**src/rtl/i2c_req_arbiter.sv**
```systemverilog
// Round-robin scheduler sharing one i2c_master write engine between NUM_REQ requesters.
// Optional transfer watchdog: compile with `define I2C_ARB_WATCHDOG_EN.
module i2c_req_arbiter #(
    parameter int NUM_REQ     = 4,
    parameter int TIMEOUT_CYC = 1023
) (
    input  logic                   clk,
    input  logic                   rst_n,
    input  logic [NUM_REQ-1:0]     req,
    input  logic [7*NUM_REQ-1:0]   req_addr,
    input  logic [8*NUM_REQ-1:0]   req_data,
    output logic [NUM_REQ-1:0]     gnt,
    output logic [NUM_REQ-1:0]     req_done,
    output logic [NUM_REQ-1:0]     req_err,
    output logic                   m_start,
    output logic [6:0]             m_addr,
    output logic [7:0]             m_data,
    input  logic                   m_done,
    output logic                   m_abort
);

    localparam int unsigned      N       = NUM_REQ;
    localparam int               IDX_W   = $clog2(NUM_REQ);
    localparam logic [IDX_W-1:0] PTR_RST = IDX_W'(NUM_REQ - 1);

    typedef enum logic [1:0] {
        S_IDLE,
        S_START,
        S_WAIT,
        S_RESP
    } state_t;

    state_t r_state;
    state_t w_state_nxt;

    logic [IDX_W-1:0]   r_ptr;
    logic [IDX_W-1:0]   w_ptr_nxt;
    logic [IDX_W-1:0]   r_idx;
    logic [IDX_W-1:0]   w_idx_nxt;
    logic [NUM_REQ-1:0] r_gnt;
    logic [NUM_REQ-1:0] w_gnt_nxt;
    logic [NUM_REQ-1:0] r_done;
    logic [NUM_REQ-1:0] w_done_nxt;
    logic               r_start;
    logic               w_start_nxt;
    logic [6:0]         r_addr;
    logic [6:0]         w_addr_nxt;
    logic [7:0]         r_data;
    logic [7:0]         w_data_nxt;

    logic               w_found;
    logic [31:0]        w_cand;
    logic [IDX_W-1:0]   w_win;
    logic [NUM_REQ-1:0] w_win_oh;
    logic [6:0]         w_win_addr;
    logic [7:0]         w_win_data;
    logic               w_wdog_exp;

    // Winner search starts one past the last served index and wraps.
    always_comb begin
        w_found    = 1'b0;
        w_cand     = '0;
        w_win      = '0;
        w_win_oh   = '0;
        w_win_addr = '0;
        w_win_data = '0;
        for (int unsigned k = 1; k <= N; k++) begin
            w_cand = (32'(r_ptr) + k) % N;
            if (!w_found && 1'(req >> w_cand)) begin
                w_found    = 1'b1;
                w_win      = IDX_W'(w_cand);
                w_win_oh   = NUM_REQ'(1) << w_cand;
                w_win_addr = 7'(req_addr >> (7 * w_cand));
                w_win_data = 8'(req_data >> (8 * w_cand));
            end
        end
    end

    always_ff @(posedge clk or negedge rst_n) begin
        if (!rst_n) begin
            r_state <= S_IDLE;
        end else begin
            r_state <= w_state_nxt;
        end
    end

    always_comb begin
        w_state_nxt = r_state;
        case (r_state)
            S_IDLE: begin
                if (w_found) begin
                    w_state_nxt = S_START;
                end
            end
            S_START: w_state_nxt = S_WAIT;
            S_WAIT: begin
                if (m_done) begin
                    w_state_nxt = S_RESP;
                end else if (w_wdog_exp) begin
                    w_state_nxt = S_IDLE;
                end
            end
            S_RESP:  w_state_nxt = S_IDLE;
            default: w_state_nxt = S_IDLE;
        endcase
    end

`ifdef I2C_ARB_WATCHDOG_EN
    logic [15:0]        r_wdog;
    logic [NUM_REQ-1:0] r_err;
    logic [NUM_REQ-1:0] w_err_nxt;
    logic               r_abort;
    logic               w_abort_nxt;

    always_ff @(posedge clk or negedge rst_n) begin
        if (!rst_n) begin
            r_wdog <= '0;
        end else if (r_state == S_START) begin
            r_wdog <= '0;
        end else if (r_state == S_WAIT) begin
            r_wdog <= r_wdog + 16'd1;
        end
    end

    assign w_wdog_exp = (r_state == S_WAIT) && (r_wdog >= 16'(TIMEOUT_CYC));

    always_ff @(posedge clk or negedge rst_n) begin
        if (!rst_n) begin
            r_err   <= '0;
            r_abort <= 1'b0;
        end else begin
            r_err   <= w_err_nxt;
            r_abort <= w_abort_nxt;
        end
    end

    assign req_err = r_err;
    assign m_abort = r_abort;
`else
    logic w_unused_timeout;

    assign w_unused_timeout = (TIMEOUT_CYC != 0);
    assign w_wdog_exp       = 1'b0;
    assign req_err          = '0;
    assign m_abort          = 1'b0;
`endif

    always_comb begin
        w_gnt_nxt   = r_gnt;
        w_addr_nxt  = r_addr;
        w_data_nxt  = r_data;
        w_idx_nxt   = r_idx;
        w_ptr_nxt   = r_ptr;
        w_start_nxt = 1'b0;
        w_done_nxt  = '0;
`ifdef I2C_ARB_WATCHDOG_EN
        w_err_nxt   = '0;
        w_abort_nxt = 1'b0;
`endif
        case (r_state)
            S_IDLE: begin
                if (w_found) begin
                    w_gnt_nxt  = w_win_oh;
                    w_idx_nxt  = w_win;
                    w_addr_nxt = w_win_addr;
                    w_data_nxt = w_win_data;
                end
            end
            S_START: w_start_nxt = 1'b1;
            S_WAIT: begin
                // m_done wins over a coincident watchdog expiry.
                if (!m_done && w_wdog_exp) begin
                    w_done_nxt  = r_gnt;
                    w_gnt_nxt   = '0;
                    w_ptr_nxt   = r_idx;
`ifdef I2C_ARB_WATCHDOG_EN
                    w_err_nxt   = r_gnt;
                    w_abort_nxt = 1'b1;
`endif
                end
            end
            S_RESP: begin
                w_done_nxt = r_gnt;
                w_gnt_nxt  = '0;
                w_ptr_nxt  = r_idx;
            end
            default: begin
                w_gnt_nxt = '0;
            end
        endcase
    end

    always_ff @(posedge clk or negedge rst_n) begin
        if (!rst_n) begin
            r_gnt   <= '0;
            r_done  <= '0;
            r_start <= 1'b0;
            r_addr  <= '0;
            r_data  <= '0;
            r_idx   <= '0;
            r_ptr   <= PTR_RST;
        end else begin
            r_gnt   <= w_gnt_nxt;
            r_done  <= w_done_nxt;
            r_start <= w_start_nxt;
            r_addr  <= w_addr_nxt;
            r_data  <= w_data_nxt;
            r_idx   <= w_idx_nxt;
            r_ptr   <= w_ptr_nxt;
        end
    end

    assign gnt      = r_gnt;
    assign req_done = r_done;
    assign m_start  = r_start;
    assign m_addr   = r_addr;
    assign m_data   = r_data;

endmodule

```
**config.mk**
```make
export PLATFORM = sky130hd
export DESIGN_NAME = i2c_req_arbiter
export DESIGN_NICKNAME = d
export VERILOG_FILES = /design/src/rtl/i2c_req_arbiter.sv
export SDC_FILE = /design/constraint.sdc
export NUM_CORES = 1
export LEC_CHECK = 0
export CAP_MARGIN = 20
export CORE_MARGIN = 8
export CORE_UTILIZATION = 46
export DETAILED_ROUTE_END_ITERATION = 6
export PLACE_DENSITY = 0.81
export SLEW_MARGIN = 15
export SYNTH_ARGS = -nofsm -noshare
export SYNTH_HDL_FRONTEND = slang
export SYNTH_SLANG_ARGS = --single-unit
```
**constraint.sdc**
```tcl
create_clock -name clk -period 3.1 [get_ports clk]
set_input_delay 0.62 -clock clk [delete_from_list [all_inputs] [get_ports clk]]
set_output_delay 0.62 -clock clk [all_outputs]
set_load 0.005 [all_outputs]
```
==> flow_summary.toml, run 1 <==
[routing]
first_pass_iters = 5
route.detailed.drc = 0
vias_per_cell = 6.42
route.antenna.remaining_nets = 0
detail_route.iter0.violations = 230
drt-total-wl_mm = 10.7
num_vias = 3482
wl_per_cell_um = 19.8

[setup_path]
critPathTopFamily = "simple AND/OR/NAND/NOR gates"
crit_start = "req[3]"
max_stage_delay_ps = 750
r2r-start = "r_ptr[0]"
required_ps = 3260
endpoint_kind = "flop"
worstPathCellList = "clkdlybuf4s50_1, buf_4, nand3b_1, a21boi_1, nor2_2, nor3_2, a221o_1"
worst_setup_path_start_kind = "primary input"
rr_worst_depth = 5
path_class = "primary input to flop"
slowest_stage = "nor2_2"
crit_arrival_ps = 2990
cp.depth = 7
crit_buf_inv = 2
critPathMaxFanout = 16

[sta]
timing.fmax_mhz = 354
period_needed_ps = 2820
setup_viol = 0
setup-tns-final_ps = 0
drv_slew = 0
holdWs_ps = 482
fin_crit_sh_pct = 91.1
worst_pin_slew_ps = 931
finalClockSkew_ps = 5.87
rsz0062_at_grt = "false"
hold_viol = 0
max_slew_margin_pct = 37.9

[placed_design]
placedCellCount = 535
place_hpwl_mm = 7.84
io_buffers = 90
gp_congestion = 0.882

[flow_run]
cap_violations = 0

[synthesis]
synth_area_mm2 = 0.00380
netlist_instances = 356
yosys_most_used_dff = "dfrtp_1"
synth_edf_count = 0
synth_seq_cells = 30
synth_async_sr_flop_share_pct = 100
yosysSeqAreaShare_pct = 19.8
synthTopCellsByArea = "mux4_2, dfrtp_1, mux2i_1, a211oi_1, ha_1"
ys_types = 52
synth_top_area_cell = "mux4_2"
synth-warning-count = 0
syn_area_per_cell_um2 = 10.7
synth_top_area_share_pct = 27.9

[pwr]
powerDensity_mw_per_mm2 = 861
irDropWorstVdd_mv = 0.422
power_leakage_nw = 1.75

[global_routing]
grt_overflow = 0
grt_usage_pct = 18.7
grt_max_degree = 85
grt_first_pass_wirelength_mm = 17.5
antenna_found_initial = 0
grt_pass1_vias = 3534

[worst_hold_path]
hold_class = "flop to flop"
worstHoldStart = "r_idx[0]"
holdPathStages = 2

[clocking]
cts_setup_buffers = 0
htreeDepth = 2
ctsResizeCount = 0
clk_path_buf_depth = 2
cts_sinks = 30
numCtsBuffers = 5
ctsHoldBuffers = 0
path_clk_slew_ps = 70
cts-root-buf = "clkbuf_8"
cts_tree = "yes"
clk_latency_ps = 280

[floorplanning]
dieArea_mm2 = 0.0114
die_y_um = 107
die_w_um = 107
start_util_pct = 46.9
core_area_mm2 = 0.00809
fp-row-count = 33
pin_count = 96

[finish]
most-common-layout-cells = "clkdlybuf4s50_1, mux4_2, mux2i_1, nor2_1, a211oi_1"
final_common_cell = "clkdlybuf4s50_1"
instances_no_fill = 542
areaGrowthSynthToFinish_pct = 27.7
diodes = 0
finalNetCount = 516
drive_above_1_share_pct = 21.1
finish.utilization_pct = 59.9

[status]
status = "finished clean"
## area by class of cell
class / count / area (µm²)
clock buffer: 7 / 76.3
fill: 683 / 3240
inverter: 8 / 30.0
multi-input combinational: 284 / 2800
sequential: 30 / 757
tap: 105 / 131
timing repair buffer: 108 / 1050
## routing by layer
| layer | global-route usage (%) | vias to the layer above | share of wire (%) |
|---|---|---|---|
| li1 | - | 1570 | - |
| met1 | 21.8 | 1709 | 38 |
| met2 | 33.1 | 173 | 52 |
| met3 | 3.06 | 30 | 7.2 |
| met4 | 8.44 | 0 | 3.0 |
| met5 | 0 | - | 0 |
## sequential cells by signal, summed over array words and instances (netlist names)
| signal | count |
|---|---|
| gnt | 4 |
| m_addr | 7 |
| r_ptr | 2 |
| m_data | 8 |
| req_done | 4 |
| r_state | 2 |
| m_start | 1 |
| r_idx | 2 |
## per-stage QoR
step	total power [mW]	setup WS, ps	area, µm²
after floorplan	3.01	33.7	3810
final	4.17	276	4850
after detailed placement	3.86	48.5	4770
after CTS	4.17	298	4850
after global placement	3.75	66.4	4760
after global routing	4.46	151	4850
## path summary, 6_finish.rpt
kind | to | slack [ps]
setup reg to reg | gnt[2] | 450
setup / recovery | gnt[1] | 280
hold reg to reg | r_idx[0] | 480
max in group asynchronous | r_ptr[0] | 2020
hold / removal | r_idx[0] | 480
min in group asynchronous | r_state[1] | 730
## tightest hold or removal path, stage by stage, from the launching register on
cell and delay, ps:
dfrtp_1 350, nand2_1 40, o21ai_0 60
## report_power, final
group          internal [mW]  switching [mW]  leakage, nW
clock                  0.155           0.154       0.0383
combinational           1.60            1.57         1.35
sequential             0.583           0.108        0.361
## synth_stat cells (3+ instances only)
| cell type | number |
|---|---|
| mux2_2 | 3 |
| nor3_2 | 5 |
| and3_1 | 4 |
| buf_2 | 16 |
| nor3_1 | 13 |
| clkbuf_1 | 4 |
| mux2i_1 | 34 |
| inv_1 | 8 |
| a221o_1 | 4 |
| a211oi_1 | 31 |
| mux4_2 | 47 |
| nand2_1 | 21 |
| o211ai_1 | 5 |
| nor2_1 | 34 |
| a211oi_2 | 3 |
| buf_6 | 3 |
| ha_1 | 12 |
| and2_1 | 4 |
| buf_4 | 14 |
| dfrtp_1 | 28 |
| a2111oi_0 | 4 |
| o21ai_0 | 19 |
| nor2b_1 | 5 |
## cell families (layout without fill, tap and decap cells)
kind of cell	Yosys count	count (layout)	share of synthesized area (%)
adders and majority gates	12	12	3.95
muxes	86	86	38.7
other	1	5	0.0988
DFF	30	30	19.8
buffers and inverters	46	123	7.05
and+or+nand+nor	100	100	13.6
AOI/OAI and AO/OA	81	81	16.7
No activity file was read; power rests on OpenSTA's default activity.
==> run 2, diff against run 1 <==
Settings changed: CORE_UTILIZATION 46 to 50, CTS_BUF_LIST set to sky130_fd_sc_hd__clkbuf_8, PLACE_DENSITY 0.81 to 0.83.
Clock period 3.1 ns to 3.5 ns, I/O delays scaled along.
==> run 2 against run 1 <==
  * Final cell count shrank 1.5%
  * Clock power is 15% lower
  * Critical endpoint is now gnt[3]
  * Utilization up 6.1 points
  * Count of clock-buffer cells in the layout shrank 2
  * Largest power group unchanged
  * First-iteration DRC count is 6.5% higher
==> flow_summary.toml, run 2 (synthesis gave the netlist of run 1 again) <==
[global_routing]
grt_overflow = 0
grt_pass1_vias = 3505
grt_first_pass_wirelength_mm = 17.0
antenna_found_initial = 0
grt_max_degree = 37
grt_usage_pct = 20.3

[clocking]
htreeDepth = 2
ctsHoldBuffers = 0
clk_latency_ps = 290
cts-root-buf = "clkbuf_8"
cts_tree = "yes"
clk_path_buf_depth = 2
path_clk_slew_ps = 70
cts_sinks = 30
numCtsBuffers = 5
cts_setup_buffers = 0
ctsResizeCount = 0

[placed_design]
placedCellCount = 527
io_buffers = 90
place_hpwl_mm = 7.80
pre_cts_ws_ps = 202
gp_congestion = 0.832

[setup_path]
crit_start = "r_ptr[0]"
crit_arrival_ps = 3190
critPathTopFamily = "flip-flops"
required_ps = 3670
slowest_stage = "dfstp_4"
worstPathCellList = "inv_1, ha_1, mux4_2, a211oi_1, a2111oi_0, a221o_1"
crit_buf_inv = 1
max_stage_delay_ps = 870
critPathMaxFanout = 34
worst_setup_path_start_kind = "flop"
path_class = "flop to flop"
r2r-start = "r_ptr[0]"
endpoint_kind = "flop"

[sta]
max_slew_margin_pct = 36.4
period_needed_ps = 3030
rsz0062_at_grt = "false"
fin_crit_sh_pct = 86.5
setup-tns-final_ps = 0
hold_viol = 0
finalClockSkew_ps = 8.53
holdWs_ps = 503
finalWorstSetupSlack_ps = 473
drv_slew = 0
worst_pin_slew_ps = 953
timing.fmax_mhz = 330
setup_viol = 0

[pwr]
irDropWorstVdd_mv = 0.365
power_leakage_nw = 1.74
powerDensity_mw_per_mm2 = 758

[worst_hold_path]
hold_class = "flop to flop"
worstHoldStart = "r_idx[1]"

[floorplanning]
core_area_mm2 = 0.00729
die_y_um = 103
fp-row-count = 31
die_w_um = 103
start_util_pct = 52.1
dieArea_mm2 = 0.0106
pin_count = 96

[finish]
most-common-layout-cells = "clkdlybuf4s50_1, mux4_2, mux2i_1, nor2_1, a211oi_1"
nFillCells = 600
largest_reg_flops = 8
drive_above_1_share_pct = 20.7
instances_no_fill = 534
diodes = 0
final_common_cell = "clkdlybuf4s50_1"
areaGrowthSynthToFinish_pct = 26.8
finalNetCount = 514
finish.utilization_pct = 66.0

[routing]
drt-total-wl_mm = 10.6
vias_per_cell = 6.39
detail_route.iter0.violations = 245
route.detailed.drc = 0
num_vias = 3413
wl_per_cell_um = 19.9
first_pass_iters = 4
route.antenna.remaining_nets = 0

[flow_run]
cap_violations = 0

[status]
status = "finished clean"
==> run 2: cell count changes in the layout (fill, tap and decap cells not counted) <==
| cell | previous run | this run |
|---|---|---|
| clkbuf_1 | 2 | 0 |
| inv_1 | 8 | 10 |
| buf_12 | 1 | 0 |
| buf_4 | 16 | 15 |
==> run 2: final timing paths <==
check / endpoint / slack (ps) / depth (start not counted)
hold reg to reg: r_ptr[1] / 500 / 2
setup / recovery: gnt[3] / 470 / 6
hold / removal: r_ptr[1] / 500 / 2
min in group asynchronous: m_addr[0] / 800 / 2
setup reg to reg: gnt[3] / 470 / 6
max in group asynchronous: r_ptr[0] / 2370 / 2
==> run 2: final cells by class <==
type	count	area (µm²)	area share [%]
tap	99	124	2.57
timing repair buffer	106	1020	21.3
clock buffer	5	68.8	1.43
sequential	30	757	15.7
multi-input combinational	284	2800	58.2
clock inverter	2	7.51	0.156
inverter	8	30.0	0.624
==> run 2: metrics by stage <==
stage	power (mW)	area [µm²]
global placement	3.30	4730
CTS	3.67	4810
detailed placement	3.40	4740
global route	3.92	4810
finish	3.65	4810
floorplan	2.66	3810
==> run 2: worst register-to-register path, cell delays in order, from the launching register on <==
cell and delay [ps]:
dfstp_4 870, inv_1 230, ha_1 430, mux4_2 590
a211oi_1 360, a2111oi_0 150, a221o_1 280
==> run 2: metal layers <==
layer	vias up	track usage [%]	part of all wire [%]
met5	-	0	0
met4	0	8.79	1.6
met3	14	4.05	6.9
met2	132	36.8	55
met1	1703	22.3	36
li1	1564	-	-
==> run 2: where the power goes <==
part           switching, mW  total, mW  internal [mW]  leakage (nW)
registers              0.158      0.676          0.518         0.361
clock network          0.132      0.262          0.131        0.0466
logic                   1.32       2.71           1.40          1.33
==> run 3, diff against run 2 <==
Settings changed: CELL_PAD_IN_SITES_DETAIL_PLACEMENT set to 1, CELL_PAD_IN_SITES_GLOBAL_PLACEMENT set to 1, CORE_UTILIZATION 50 to 43, PLACE_DENSITY 0.83 to 0.89.
==> run 3 against run 2 <==
  * Sequential power shrank 4.0%
  * Power grew 3.8%
  * Maximum frequency shrank 0.18%
  * Combinational power grew 5%
  * Critical path type unchanged
==> flow_summary.toml, run 3 (synthesis gave the netlist of run 1 again) <==
[status]
status = "finished clean"

[setup_path]
slowest_stage = "dfstp_4"
critPathTopFamily = "flip-flops"
crit_buf_inv = 3
worst_setup_path_start_kind = "flop"
r2r-end = "m_data[7]"
rr_worst_depth = 9
rrSetupSlack_ps = 470
critPathMaxFanout = 16
path_class = "flop to flop"
max_stage_delay_ps = 730
worstPathCellList = "inv_1, ha_1, buf_4, nor4bb_1, a2bb2oi_2, buf_4, nor2_1, a211oi_1, a211oi_1"
required_ps = 3680
crit_arrival_ps = 3220
endpoint_kind = "flop"
r2r-start = "r_ptr[0]"

[clocking]
clk_latency_ps = 290
ctsResizeCount = 0
path_clk_slew_ps = 70
ctsHoldBuffers = 0
numCtsBuffers = 5
cts-root-buf = "clkbuf_8"
clk_path_buf_depth = 2
htreeDepth = 2
cts_sinks = 30
cts_tree = "yes"
cts_setup_buffers = 0

[global_routing]
grt_max_degree = 59
grt_overflow = 0
antenna_found_initial = 0
grt_pass1_vias = 3935
grt_usage_pct = 21.1
grt_first_pass_wirelength_mm = 20.2

[finish]
most-common-layout-cells = "clkdlybuf4s50_1, mux4_2, mux2i_1, nor2_1, a211oi_1"
nFillCells = 947
final_common_cell = "clkdlybuf4s50_1"
finalNetCount = 512
diodes = 0
largest_reg_flops = 8
drive_above_1_share_pct = 20.7
instances_no_fill = 542
final_cell_area_mm2 = 0.00483
areaGrowthSynthToFinish_pct = 27.1

[floorplanning]
fp-row-count = 34
start_util_pct = 44.0
dieArea_mm2 = 0.0121
die_w_um = 110
core_area_mm2 = 0.00864
die_y_um = 110
pin_count = 96

[pwr]
powerDensity_mw_per_mm2 = 785
power.total_mw = 3.79
power_leakage_nw = 1.74
irDropWorstVdd_mv = 0.393

[worst_hold_path]
worstHoldStart = "r_idx[1]"
holdPathEnd = "r_ptr[1]"
hold_class = "flop to flop"
holdPathStages = 2

[routing]
route.detailed.drc = 0
wl_per_cell_um = 22.8
route.antenna.remaining_nets = 0
num_vias = 3513
vias_per_cell = 6.48
first_pass_iters = 4
drt-total-wl_mm = 12.3
detail_route.iter0.violations = 157

[sta]
period_needed_ps = 3030
setup_viol = 0
hold_viol = 0
rsz0062_at_grt = "false"
drv_slew = 0
timing.fmax_mhz = 330
finalClockSkew_ps = 4.39
setup-tns-final_ps = 0
worst_pin_slew_ps = 879
fin_crit_sh_pct = 86.6
max_slew_margin_pct = 41.4

[placed_design]
io_buffers = 90
placedCellCount = 534
dpl_cell_area_mm2 = 0.00473
gp_congestion = 0.836
place_hpwl_mm = 8.89

[flow_run]
cap_violations = 0
## run 3: changes by cell type in the layout (fill, tap and decap cells not counted), sizes merged
cell,before,now
clkinv,0,1
clkbuf,5,6
buf,16,14
inv,10,9
## run 3: power by group
group	internal, mW	switching (mW)	total [mW]	leakage [nW]
Combinational	1.40	1.44	2.85	1.32
Clock	0.156	0.140	0.295	0.0524
Sequential	0.518	0.131	0.649	0.361
## run 3: cell type report
cell class,count,area (µm²),area share [%]
sequential,30,757,15.7
clock buffer,6,82.6,1.71
clock inverter,2,8.76,0.181
inverter,8,30.0,0.622
tap,108,135,2.80
multi-input combinational,284,2810,58.2
timing repair buffer,104,1010,20.8
## run 3: layer usage
metal / vias up / track usage [%] / wire, µm
li1: 1566 / - / -
met1: 1820 / 23.5 / 4820
met2: 101 / 39.3 / 6590
met3: 26 / 2.97 / 536
met4: 0 / 8.39 / 399
met5: - / 0 / 0
## run 3: worst reg2reg max path, cell delays in order (launching register included)
cell,delay [ps]
dfstp_4,730
inv_1,200
ha_1,480
buf_4,250
nor4bb_1,350
a2bb2oi_2,230
buf_4,240
nor2_1,120
a211oi_1,50
a211oi_1,280
## run 3: worst max-delay path by stage
stage | from | to | depth (start not counted) | slack [ps]
2_1_floorplan | r_ptr[1] | m_addr[5] | 12 | 430
3_3_place_gp | req[3] | gnt[1] | 6 | 350
3_5_place_dp | req[3] | m_data[7] | 5 | 210
4_1_cts | r_ptr[0] | m_data[5] | 9 | 500
5_1_grt | r_ptr[0] | m_data[0] | 9 | 280
6_report | r_ptr[0] | m_data[7] | 9 | 470
## run 3: stage by stage
stage / setup slack (ps) / hold WS [ps] / util [%]
2_1_floorplan: 434 / 404 / -
3_3_place_gp: 347 / 468 / 54.8
3_5_place_dp: 212 / 479 / 54.8
4_1_cts: 502 / 505 / 55.8
5_1_grt: 275 / 540 / 55.9
6_report: 468 / 501 / 55.9
